==> config.mk <==
export PLATFORM = sky130hd
export DESIGN_NAME = mvu_apb_csr_bridge_flat
export DESIGN_NICKNAME = d
export VERILOG_FILES = /design/src/rtl/mvu_apb_csr_bridge_if.sv /design/src/rtl/mvu_apb_csr_bridge.sv /design/src/flat_wrapper.sv
export SDC_FILE = /design/constraint.sdc
export NUM_CORES = 1
export LEC_CHECK = 0
export CORE_AREA = 2 2 164 166
export DETAILED_ROUTE_END_ITERATION = 6
export DIE_AREA = 0 0 166 168
export GPL_TIMING_DRIVEN = 0
export MAX_ROUTING_LAYER = met4
export SYNTH_ARGS = -nofsm -noshare
export SYNTH_HDL_FRONTEND = slang
export SYNTH_SLANG_ARGS = --single-unit
export TNS_END_PERCENT = 100
==> constraint.sdc <==
create_clock -name clk -period 3.45 [get_ports clk]
set_input_delay 0.69 -clock clk [delete_from_list [all_inputs] [get_ports clk]]
set_output_delay 0.69 -clock clk [all_outputs]
set_load 0.05 [all_outputs]
==> src/rtl/mvu_apb_csr_bridge_if.sv <==
// APB completer-side bus bundle for the MVU CSR bridge.
// The master modport drives requests, and the slave modport returns ready, read data and error.
interface mvu_apb_csr_bridge_if #(
    parameter int ADDR_W = 15,
    parameter int DATA_W = 32
) ();
    logic                  psel;
    logic                  penable;
    logic                  pwrite;
    logic [ADDR_W-1:0]     paddr;
    logic [DATA_W-1:0]     pwdata;
    logic [DATA_W/8-1:0]   pstrb;
    logic                  pready;
    logic [DATA_W-1:0]     prdata;
    logic                  pslverr;

    modport master (
        output psel, penable, pwrite, paddr, pwdata, pstrb,
        input  pready, prdata, pslverr
    );

    modport slave (
        input  psel, penable, pwrite, paddr, pwdata, pstrb,
        output pready, prdata, pslverr
    );
endinterface

==> src/rtl/mvu_apb_csr_bridge.sv <==
// APB-to-CSR bridge for the MVU array. It forwards CSR accesses to the selected MVU,
// pulses a start on COMMAND writes and serves STATUS locally. Define MVU_APB_STRB_EN to honour pstrb.
module mvu_apb_csr_bridge #(
    parameter int APB_ADDR_WIDTH = 15,
    parameter int APB_DATA_WIDTH = 32,
    parameter int NMVU           = 8,
    parameter int CSR_RD_LATENCY = 1
) (
    input  logic                           clk,
    input  logic                           rst,
    mvu_apb_csr_bridge_if.slave            apb,
    output logic [$clog2(NMVU)-1:0]        csr_sel,
    output logic [11:0]                    csr_addr,
    output logic                           csr_we,
    output logic                           csr_re,
    output logic [APB_DATA_WIDTH-1:0]      csr_wdata,
    output logic [APB_DATA_WIDTH/8-1:0]    csr_wstrb,
    input  logic [NMVU*APB_DATA_WIDTH-1:0] csr_rdata,
    input  logic [NMVU-1:0]                mvu_busy,
    output logic [NMVU-1:0]                mvu_start
);
    localparam int SEL_W  = $clog2(NMVU);
    localparam int STRB_W = APB_DATA_WIDTH / 8;
    localparam int CNT_W  = $clog2(CSR_RD_LATENCY + 1);

    localparam logic [11:0] CSR_LO      = 12'hF20;
    localparam logic [11:0] CSR_HI      = 12'hF69;
    localparam logic [11:0] CSR_STATUS  = 12'hF54;
    localparam logic [11:0] CSR_COMMAND = 12'hF55;

    typedef enum logic [1:0] {
        ST_IDLE  = 2'd0,
        ST_ISSUE = 2'd1,
        ST_WAIT  = 2'd2,
        ST_RESP  = 2'd3
    } state_t;

    state_t                     state_r, state_s;
    logic [SEL_W-1:0]           sel_r;
    logic [11:0]                addr_r;
    logic                       write_r;
    logic [APB_DATA_WIDTH-1:0]  wdata_r;
    logic [STRB_W-1:0]          wstrb_r;
    logic [CNT_W-1:0]           cnt_r;
    logic [APB_DATA_WIDTH-1:0]  prdata_r;

    logic [APB_ADDR_WIDTH-1:0]  paddr_s;
    logic                       setup_s;
    logic                       err_s;
    logic                       wr_ok_s;
    logic                       start_ok_s;
    logic [APB_DATA_WIDTH-1:0]  lane_s;
    logic                       capture_s;
    logic                       pready_s;
    logic                       pslverr_s;
    logic [APB_DATA_WIDTH-1:0]  prdata_s;
    logic                       we_s;
    logic                       re_s;
    logic [NMVU-1:0]            start_s;

    assign paddr_s = apb.paddr;
    assign setup_s = apb.psel && !apb.penable;
    assign lane_s  = csr_rdata[int'(sel_r) * APB_DATA_WIDTH +: APB_DATA_WIDTH];

    // STATUS is read-only, so writing it is an error just like an out-of-range access.
    assign err_s = (addr_r < CSR_LO) || (addr_r > CSR_HI) || (write_r && (addr_r == CSR_STATUS));

`ifdef MVU_APB_STRB_EN
    assign wr_ok_s    = (wstrb_r != {STRB_W{1'b0}});
    assign start_ok_s = wstrb_r[0];
`else
    assign wr_ok_s    = 1'b1;
    assign start_ok_s = 1'b1;
`endif

    // State register
    always_ff @(posedge clk or posedge rst) begin
        if (rst) begin
            state_r <= ST_IDLE;
        end else begin
            state_r <= state_s;
        end
    end

    // Transfer latches, read-latency counter and captured read data
    always_ff @(posedge clk or posedge rst) begin
        if (rst) begin
            sel_r    <= {SEL_W{1'b0}};
            addr_r   <= 12'h000;
            write_r  <= 1'b0;
            wdata_r  <= {APB_DATA_WIDTH{1'b0}};
            wstrb_r  <= {STRB_W{1'b0}};
            cnt_r    <= {CNT_W{1'b0}};
            prdata_r <= {APB_DATA_WIDTH{1'b0}};
        end else begin
            if ((state_r == ST_IDLE) && setup_s) begin
                sel_r   <= paddr_s[12 +: SEL_W];
                addr_r  <= paddr_s[11:0];
                write_r <= apb.pwrite;
                wdata_r <= apb.pwdata;
`ifdef MVU_APB_STRB_EN
                wstrb_r <= apb.pstrb;
`else
                wstrb_r <= {STRB_W{1'b1}};
`endif
            end
            if (state_r == ST_ISSUE) begin
                cnt_r <= CNT_W'(CSR_RD_LATENCY);
            end else if (state_r == ST_WAIT) begin
                cnt_r <= cnt_r - CNT_W'(1);
            end
            if (capture_s) begin
                prdata_r <= lane_s;
            end
        end
    end

    // Next-state and bus outputs; a dropped psel abandons the transfer without a response.
    always_comb begin
        state_s   = state_r;
        capture_s = 1'b0;
        pready_s  = 1'b0;
        pslverr_s = 1'b0;
        prdata_s  = {APB_DATA_WIDTH{1'b0}};
        we_s      = 1'b0;
        re_s      = 1'b0;
        start_s   = {NMVU{1'b0}};
        case (state_r)
            ST_IDLE: begin
                if (setup_s) begin
                    state_s = ST_ISSUE;
                end else begin
                    state_s = ST_IDLE;
                end
            end
            ST_ISSUE: begin
                state_s = ST_IDLE;
                if (!apb.psel) begin
                    state_s = ST_IDLE;
                end else if (err_s) begin
                    pready_s  = 1'b1;
                    pslverr_s = 1'b1;
                end else if (write_r) begin
                    pready_s = 1'b1;
                    we_s     = wr_ok_s;
                    if ((addr_r == CSR_COMMAND) && wr_ok_s && start_ok_s) begin
                        start_s = {{(NMVU-1){1'b0}}, 1'b1} << sel_r;
                    end else begin
                        start_s = {NMVU{1'b0}};
                    end
                end else if (addr_r == CSR_STATUS) begin
                    pready_s = 1'b1;
                    prdata_s = {{(APB_DATA_WIDTH-1){1'b0}}, mvu_busy[sel_r]};
                end else begin
                    re_s    = 1'b1;
                    state_s = ST_WAIT;
                end
            end
            ST_WAIT: begin
                if (!apb.psel) begin
                    state_s = ST_IDLE;
                end else if (cnt_r == CNT_W'(1)) begin
                    capture_s = 1'b1;
                    state_s   = ST_RESP;
                end else begin
                    state_s = ST_WAIT;
                end
            end
            ST_RESP: begin
                state_s = ST_IDLE;
                if (apb.psel) begin
                    pready_s = 1'b1;
                    prdata_s = prdata_r;
                end else begin
                    pready_s = 1'b0;
                end
            end
            default: begin
                state_s = ST_IDLE;
            end
        endcase
    end

    assign apb.pready  = pready_s;
    assign apb.pslverr = pslverr_s;
    assign apb.prdata  = prdata_s;
    assign csr_we      = we_s;
    assign csr_re      = re_s;
    assign mvu_start   = start_s;
    assign csr_sel     = sel_r;
    assign csr_addr    = addr_r;
    assign csr_wdata   = wdata_r;
    assign csr_wstrb   = wstrb_r;
endmodule

==> src/flat_wrapper.sv <==
// flat-port wrapper written by rule: the top's interface ports become plain ports
module mvu_apb_csr_bridge_flat 
#(
    parameter int APB_ADDR_WIDTH = 15,
    parameter int APB_DATA_WIDTH = 32,
    parameter int NMVU           = 8,
    parameter int CSR_RD_LATENCY = 1
)
  (clk, rst, csr_sel, csr_addr, csr_we, csr_re, csr_wdata, csr_wstrb, csr_rdata, mvu_busy, mvu_start, apb_psel, apb_penable, apb_pwrite, apb_paddr, apb_pwdata, apb_pstrb, apb_pready, apb_prdata, apb_pslverr);
  mvu_apb_csr_bridge_if #(.ADDR_W(15), .DATA_W(32)) apb_i ();
  input  logic clk;
  input  logic rst;
  output logic [$clog2(NMVU)-1:0] csr_sel;
  output logic [11:0] csr_addr;
  output logic csr_we;
  output logic csr_re;
  output logic [APB_DATA_WIDTH-1:0] csr_wdata;
  output logic [APB_DATA_WIDTH/8-1:0] csr_wstrb;
  input  logic [NMVU*APB_DATA_WIDTH-1:0] csr_rdata;
  input  logic [NMVU-1:0] mvu_busy;
  output logic [NMVU-1:0] mvu_start;
  input wire logic [$bits(apb_i.psel)-1:0] apb_psel;
  input wire logic [$bits(apb_i.penable)-1:0] apb_penable;
  input wire logic [$bits(apb_i.pwrite)-1:0] apb_pwrite;
  input wire logic [$bits(apb_i.paddr)-1:0] apb_paddr;
  input wire logic [$bits(apb_i.pwdata)-1:0] apb_pwdata;
  input wire logic [$bits(apb_i.pstrb)-1:0] apb_pstrb;
  output wire logic [$bits(apb_i.pready)-1:0] apb_pready;
  output wire logic [$bits(apb_i.prdata)-1:0] apb_prdata;
  output wire logic [$bits(apb_i.pslverr)-1:0] apb_pslverr;
  assign apb_i.psel = apb_psel;
  assign apb_i.penable = apb_penable;
  assign apb_i.pwrite = apb_pwrite;
  assign apb_i.paddr = apb_paddr;
  assign apb_i.pwdata = apb_pwdata;
  assign apb_i.pstrb = apb_pstrb;
  assign apb_pready = apb_i.pready;
  assign apb_prdata = apb_i.prdata;
  assign apb_pslverr = apb_i.pslverr;
  mvu_apb_csr_bridge #(.APB_ADDR_WIDTH(APB_ADDR_WIDTH), .APB_DATA_WIDTH(APB_DATA_WIDTH), .NMVU(NMVU), .CSR_RD_LATENCY(CSR_RD_LATENCY)) u_core (.clk(clk), .rst(rst), .apb(apb_i), .csr_sel(csr_sel), .csr_addr(csr_addr), .csr_we(csr_we), .csr_re(csr_re), .csr_wdata(csr_wdata), .csr_wstrb(csr_wstrb), .csr_rdata(csr_rdata), .mvu_busy(mvu_busy), .mvu_start(mvu_start));
endmodule
== Yosys cells after proc, flatten, opt, wreduce, memory -nomap -nowiden ==
Cells that the tools add are included.

* Add/subtract/negate cells: 1
* $mul: 0
* Div/mod/pow operators: 0
* Magnitude comparators: 3
* Eq/ne operators: 5
* Shifts and indexed selects: 2
* Muxes and demuxes: 44
* Bitwise gates (word level): 0
* Reductions and logical operators: 8

{| class="wikitable"
|+ Operators with widths
! kind !! count
|-
| indexed part select 256 x 9 -> 32 bit || 1
|-
| two-way mux 32 bit || 4
|-
| one-hot mux 32 bit (2 select lines) || 1
|-
| two-way mux 8 bit || 5
|-
| two-way mux 1 bit || 26
|-
| equality test 12 bit (second input constant) || 2
|-
| > comparator 12 bit (second input constant) || 1
|-
| < comparator 12 bit (second input constant) || 1
|-
| two-way mux 2 bit || 5
|-
| one-hot mux 2 bit (4 select lines) || 1
|-
| left shift 1 x 3 -> 8 bit (first input constant) || 1
|-
| equality test 2 bit (second input constant) || 2
|-
| < comparator 3 x 4 -> 1 bit (second input constant) || 1
|-
| binary-select mux 1 bit (select 3 bit) || 1
|-
| logical AND 1 bit || 3
|-
| equality test 2 x 1 -> 1 bit (second input constant) || 1
|-
| logical NOT 2 bit || 1
|-
| logical OR 1 bit || 2
|-
| one-hot mux 1 bit (2 select lines) || 1
|-
| nonzero test 2 bit || 1
|-
| logical NOT 1 bit || 1
|-
| subtractor 1 bit (second input constant) || 1
|}

* Register bits after elaboration: 84
* Latch bits: 0
* RAM bits: 0
* Bits in read-only memories: 0
* Bits of input ports: 320
* Output and inout port bits: 95
* Logic and storage cells: 71
* Memories kept: 0

== Logic depth before layout (Yosys ltp) ==
* Word-level depth: 7
* Mapped depth: 7

== Least setup slack after synthesis ==
No wires, ideal clock.

* Path kind: reg-to-output
* Start: register u_core.addr_r[9], in the netlist u_core.csr_addr[9]
* End: output csr_re
* Arrival time: 3538 ps
* Data required time: 2760 ps
* Setup slack: -778 ps
* Cell stages (with the launch flop): 4
* Cells stage by stage: dfrtp_1 -> and4_1 -> o211ai_1 -> a2111oi_0

* Word-level cells in the longest chain between the ends: 6
* Elaborated cells on any way between the ends: 11

{| class="wikitable"
|+ RTL lines
! element !! RTL line !! source
|-
| from (decl) || mvu_apb_csr_bridge.sv:40 || <nowiki>logic [11:0] addr_r;</nowiki>
|-
| from (signal assigned) || mvu_apb_csr_bridge.sv:98 || <nowiki>addr_r <= paddr_s[11:0];</nowiki>
|-
| < comparator 12 bit (tied with other cells) || mvu_apb_csr_bridge.sv:66 || <nowiki>assign err_s = (addr_r < CSR_LO) || (addr_r > CSR_HI) || (write_r && (addr_r == CSR_STATUS));</nowiki>
|-
| logical OR 1 bit (tied with other cells) || mvu_apb_csr_bridge.sv:66 ||
|-
| logical OR 1 bit / two-way mux 1 bit (equally long branches) || mvu_apb_csr_bridge.sv:66, mvu_apb_csr_bridge.sv:143 ||
|-
| two-way mux 1 bit (*) || mvu_apb_csr_bridge.sv:140 || <nowiki>end else if (err_s) begin</nowiki>
|-
| two-way mux 1 bit (*) || mvu_apb_csr_bridge.sv:138 || <nowiki>if (!apb.psel) begin</nowiki>
|-
| two-way mux 1 bit (*) || mvu_apb_csr_bridge.sv:128 || <nowiki>case (state_r)</nowiki>
|-
| to (decl) || flat_wrapper.sv:16 || <nowiki>output logic csr_re;</nowiki>
|}

Every way passes the cells marked *; elsewhere a longest branch is shown, timed or not.

== Worst setup path in the final report ==
* Start: input apb_psel
* End: output mvu_start[7]

* Word-level cells in the longest chain between the ends: 2

{| class="wikitable"
|+ RTL lines
! element !! RTL line !! source
|-
| from (decl) || flat_wrapper.sv:22 || <nowiki>input wire logic [$bits(apb_i.psel)-1:0] apb_psel;</nowiki>
|-
| two-way mux 8 bit || mvu_apb_csr_bridge.sv:138 ||
|-
| two-way mux 8 bit || mvu_apb_csr_bridge.sv:128 ||
|-
| to (decl) || flat_wrapper.sv:21 || <nowiki>output logic [NMVU-1:0] mvu_start;</nowiki>
|}

No other way between the ends.

==> results.cfg <==
[run_status]
status = finished, final reports clean

[grt]
grt_usage_pct = 17.6
use_met3_pct = 4.07
grt_pass1_vias = 5988
grt_max_degree = 48
grt-ovfl-total = 0
antenna_found_initial = 2
grt_pass1_wl_mm = 36.2
busiest_layer = met2
use_met2_pct = 30.9
use_met1_pct = 20.5

[synthesis]
ys.flop_type = dfrtp_1
synth_top_area_share_pct = 37.6
syn-num-nets = 757
ys_seq_area_share_pct = 37.6
ys_async_sr_fraction_pct = 100
ys_top_cells_by_area = dfrtp_1, mux4_2, mux2_2
ys_ff_latch = 84
yosys.area.top_type = dfrtp_1
avgSynthCellArea_um2 = 12.9
netlist_instances = 432
ys_warn_count = 0
ys_types = 41
synth_edf_count = 0
synth_area_um2 = 5590

[hold_path]
hold_class = reg2reg
holdPathStages = 2

[placed_design]
dp_hpwl_mm = 20.3
gp_congestion = 0.849
port_buffers = 410

[floorplanning]
core_area_um2 = 26400
fp.dieH_um = 168
initial_core_util_pct = 21.2
die_w_um = 166
dieArea_um2 = 27900
num_rows = 60
io_pins = 415

[route]
via_count = 5459
via_per_inst = 4.54
routed_wl_mm = 24.4
drc = 0
wl_per_cell_um = 20.3
antenna_left = 0
drtIter0Drc = 203
drt_first_pass_iters = 4

[worst_setup_path]
start_kind = input port
r2r_cells = 5
worst_path_largest_cell_delay_ns = 0.57
critPathMaxFanout = 8
critical_path_class = in2out
required_ns = 2.76
endpoint_kind = output port
slowest_stage = dlygate4sd2_1
crit_arrival_ns = 2.70
cp_cell_sequence = clkdlybuf4s50_1, nand4_1, or4_4, buf_6, nor3_1, dlygate4sd2_1

[power]
power_uw = 4090
p_leak_uw = 0.00434
p_per_area_nw_per_um2 = 389
ir_drop_mv = 0.269

[clocking]
cts_sinks = 84
h-tree-depth = 3
clk_pin_slew_ns = 0.07
cts_tree = built
root_buffer = clkbuf_16
cts_buffers = 9
clock_latency_ns = 0.35
cts_hold_buf = 0
clk_path_buf_depth = 2

[sta]
final.setup_skew_ns = 0.00923
setup_viol = 0
final_max_slew_viol_count = 0
fin_crit_sh_pct = 98.1
fmax_mhz = 295
worst_pin_slew_ns = 0.877
slew_headroom_pct = 41.6
finalCriticalPeriod_ns = 3.39
hold_viol_final = 0
rsz0062_at_grt = false

[finish]
drive_gt1_share_pct = 20.0
filler_cell_count = 2607
finalNetCount = 1179
utilization_pct = 39.8
area_delta_synth_final_pct = 88.0
final-seq-area_um2 = 2100
multi_input_area_um2 = 3280

[job]
cap_violations = 0
per-stage QoR:
step	hold WS, ns	setup WS [ns]	cells	instance area, µm²	TNS (ns)
floorplan	0.442	-0.0341	432	5590	-0.102
CTS	0.478	0.0217	1200	10500	0
global placement	0.455	-1.09	1183	10100	-101.36
global route	0.494	0.00637	1202	10500	0
finish	0.476	0.0642	1202	10500	0
detailed placement	0.462	-0.500	1184	10200	-10.01
layout make-up:
cell class | count | share of cell area [%]
repair buffers | 411 | 39.3
multi-input cells | 300 | 31.2
flip-flops and latches | 84 | 20.0
well taps | 341 | 4.06
clock buffers | 10 | 2.28
plain buffers | 44 | 1.98
clock inverters | 6 | 0.894
inverters | 4 | 0.167
diodes | 2 | 0.0477
final timing paths:
check	start	endpoint	slack, ns
setup / recovery	apb_psel	mvu_start[7]	0.06
hold / removal	u_core.prdata_r[27]	u_core.prdata_r[27]	0.48
setup reg to reg	u_core.csr_sel[1]	u_core.prdata_r[3]	1.31
hold reg to reg	u_core.prdata_r[27]	u_core.prdata_r[27]	0.48
max in group asynchronous	rst	u_core.prdata_r[9]	2.06
min in group asynchronous	rst	u_core.csr_wdata[12]	0.74
layer usage:
metal	vias to the layer above	share of wire, %
met5	-	0
met4	0	1.5
met3	24	6.1
met2	243	52
met1	2670	41
li1	2522	-
kinds of logic (layout without fill, tap and decap cells):
family / Yosys count / in the layout / synth area share [%]
muxes: 147 / 147 / 42.0
and+or+nand+nor: 102 / 102 / 10.7
DFF: 84 / 84 / 37.6
buffers and inverters: 48 / 475 / 3.81
AOI/OAI and AO/OA: 46 / 46 / 4.68
adders and majority gates: 5 / 5 / 1.12
other: 0 / 2 / 0
cell usage in the layout (no fill, tap or decap), drive strengths merged, types with 2 or more instances in the layout:
cell type / Yosys / layout
o21ai: 34 / 34
nor4b: 3 / 3
nor4: 2 / 2
nand2b: 4 / 4
nand2: 38 / 38
diode: 0 / 2
clkdlybuf4s15: 0 / 14
dlymetal6s2s: 0 / 6
dlygate4sd2: 0 / 19
mux4: 65 / 65
bufinv: 0 / 2
nor3: 7 / 7
o211ai: 2 / 2
nand3: 4 / 4
buf: 22 / 22
nor2: 3 / 3
clkdlybuf4s50: 0 / 371
ha: 5 / 5
mux2: 50 / 50
mux2i: 32 / 32
inv: 4 / 6
a21oi: 2 / 2
and3: 31 / 31
clkbuf: 22 / 33
nand4: 2 / 2
dfrtp: 84 / 84
Yosys cell counts (4+ instances only):
master	number
inv_1	4
and3_1	31
nand2b_1	4
o21ai_0	34
mux2i_1	32
nor3_1	6
clkbuf_1	22
buf_1	7
buf_2	11
mux4_2	65
nand2_1	38
mux2_2	50
ha_1	5
dfrtp_1	84
nand3_1	4
critical path: cells and delay by family:
kind                   cells  cell delay [ns]
buffers and inverters      3             1.28
AND/OR/NAND/NOR            3             0.72
report_power, final:
| part | internal [µW] | switching [µW] | total, µW |
|---|---|---|---|
| registers | 1090 | 76.8 | 1170 |
| clock network | 662 | 450 | 1110 |
| logic | 948 | 861 | 1810 |
state kept, by name, indices dropped and copies added (netlist names):
signal,flops
u_core.write_r,1
u_core.state_r,2
u_core.prdata_r,32
u_core.csr_addr,12
u_core.csr_wdata,32
u_core.cnt_r,1
u_core.csr_wstrb,1
u_core.csr_sel,3
repair_timing:
item / 4_1_cts / 5_1_grt
buffers inserted: 0 / 0
pin swaps: 0 / 0
gates resized for setup: 60 / 10
endpoints found under the setup margin: 33 / 9
(Power assumes the default switching activity.)
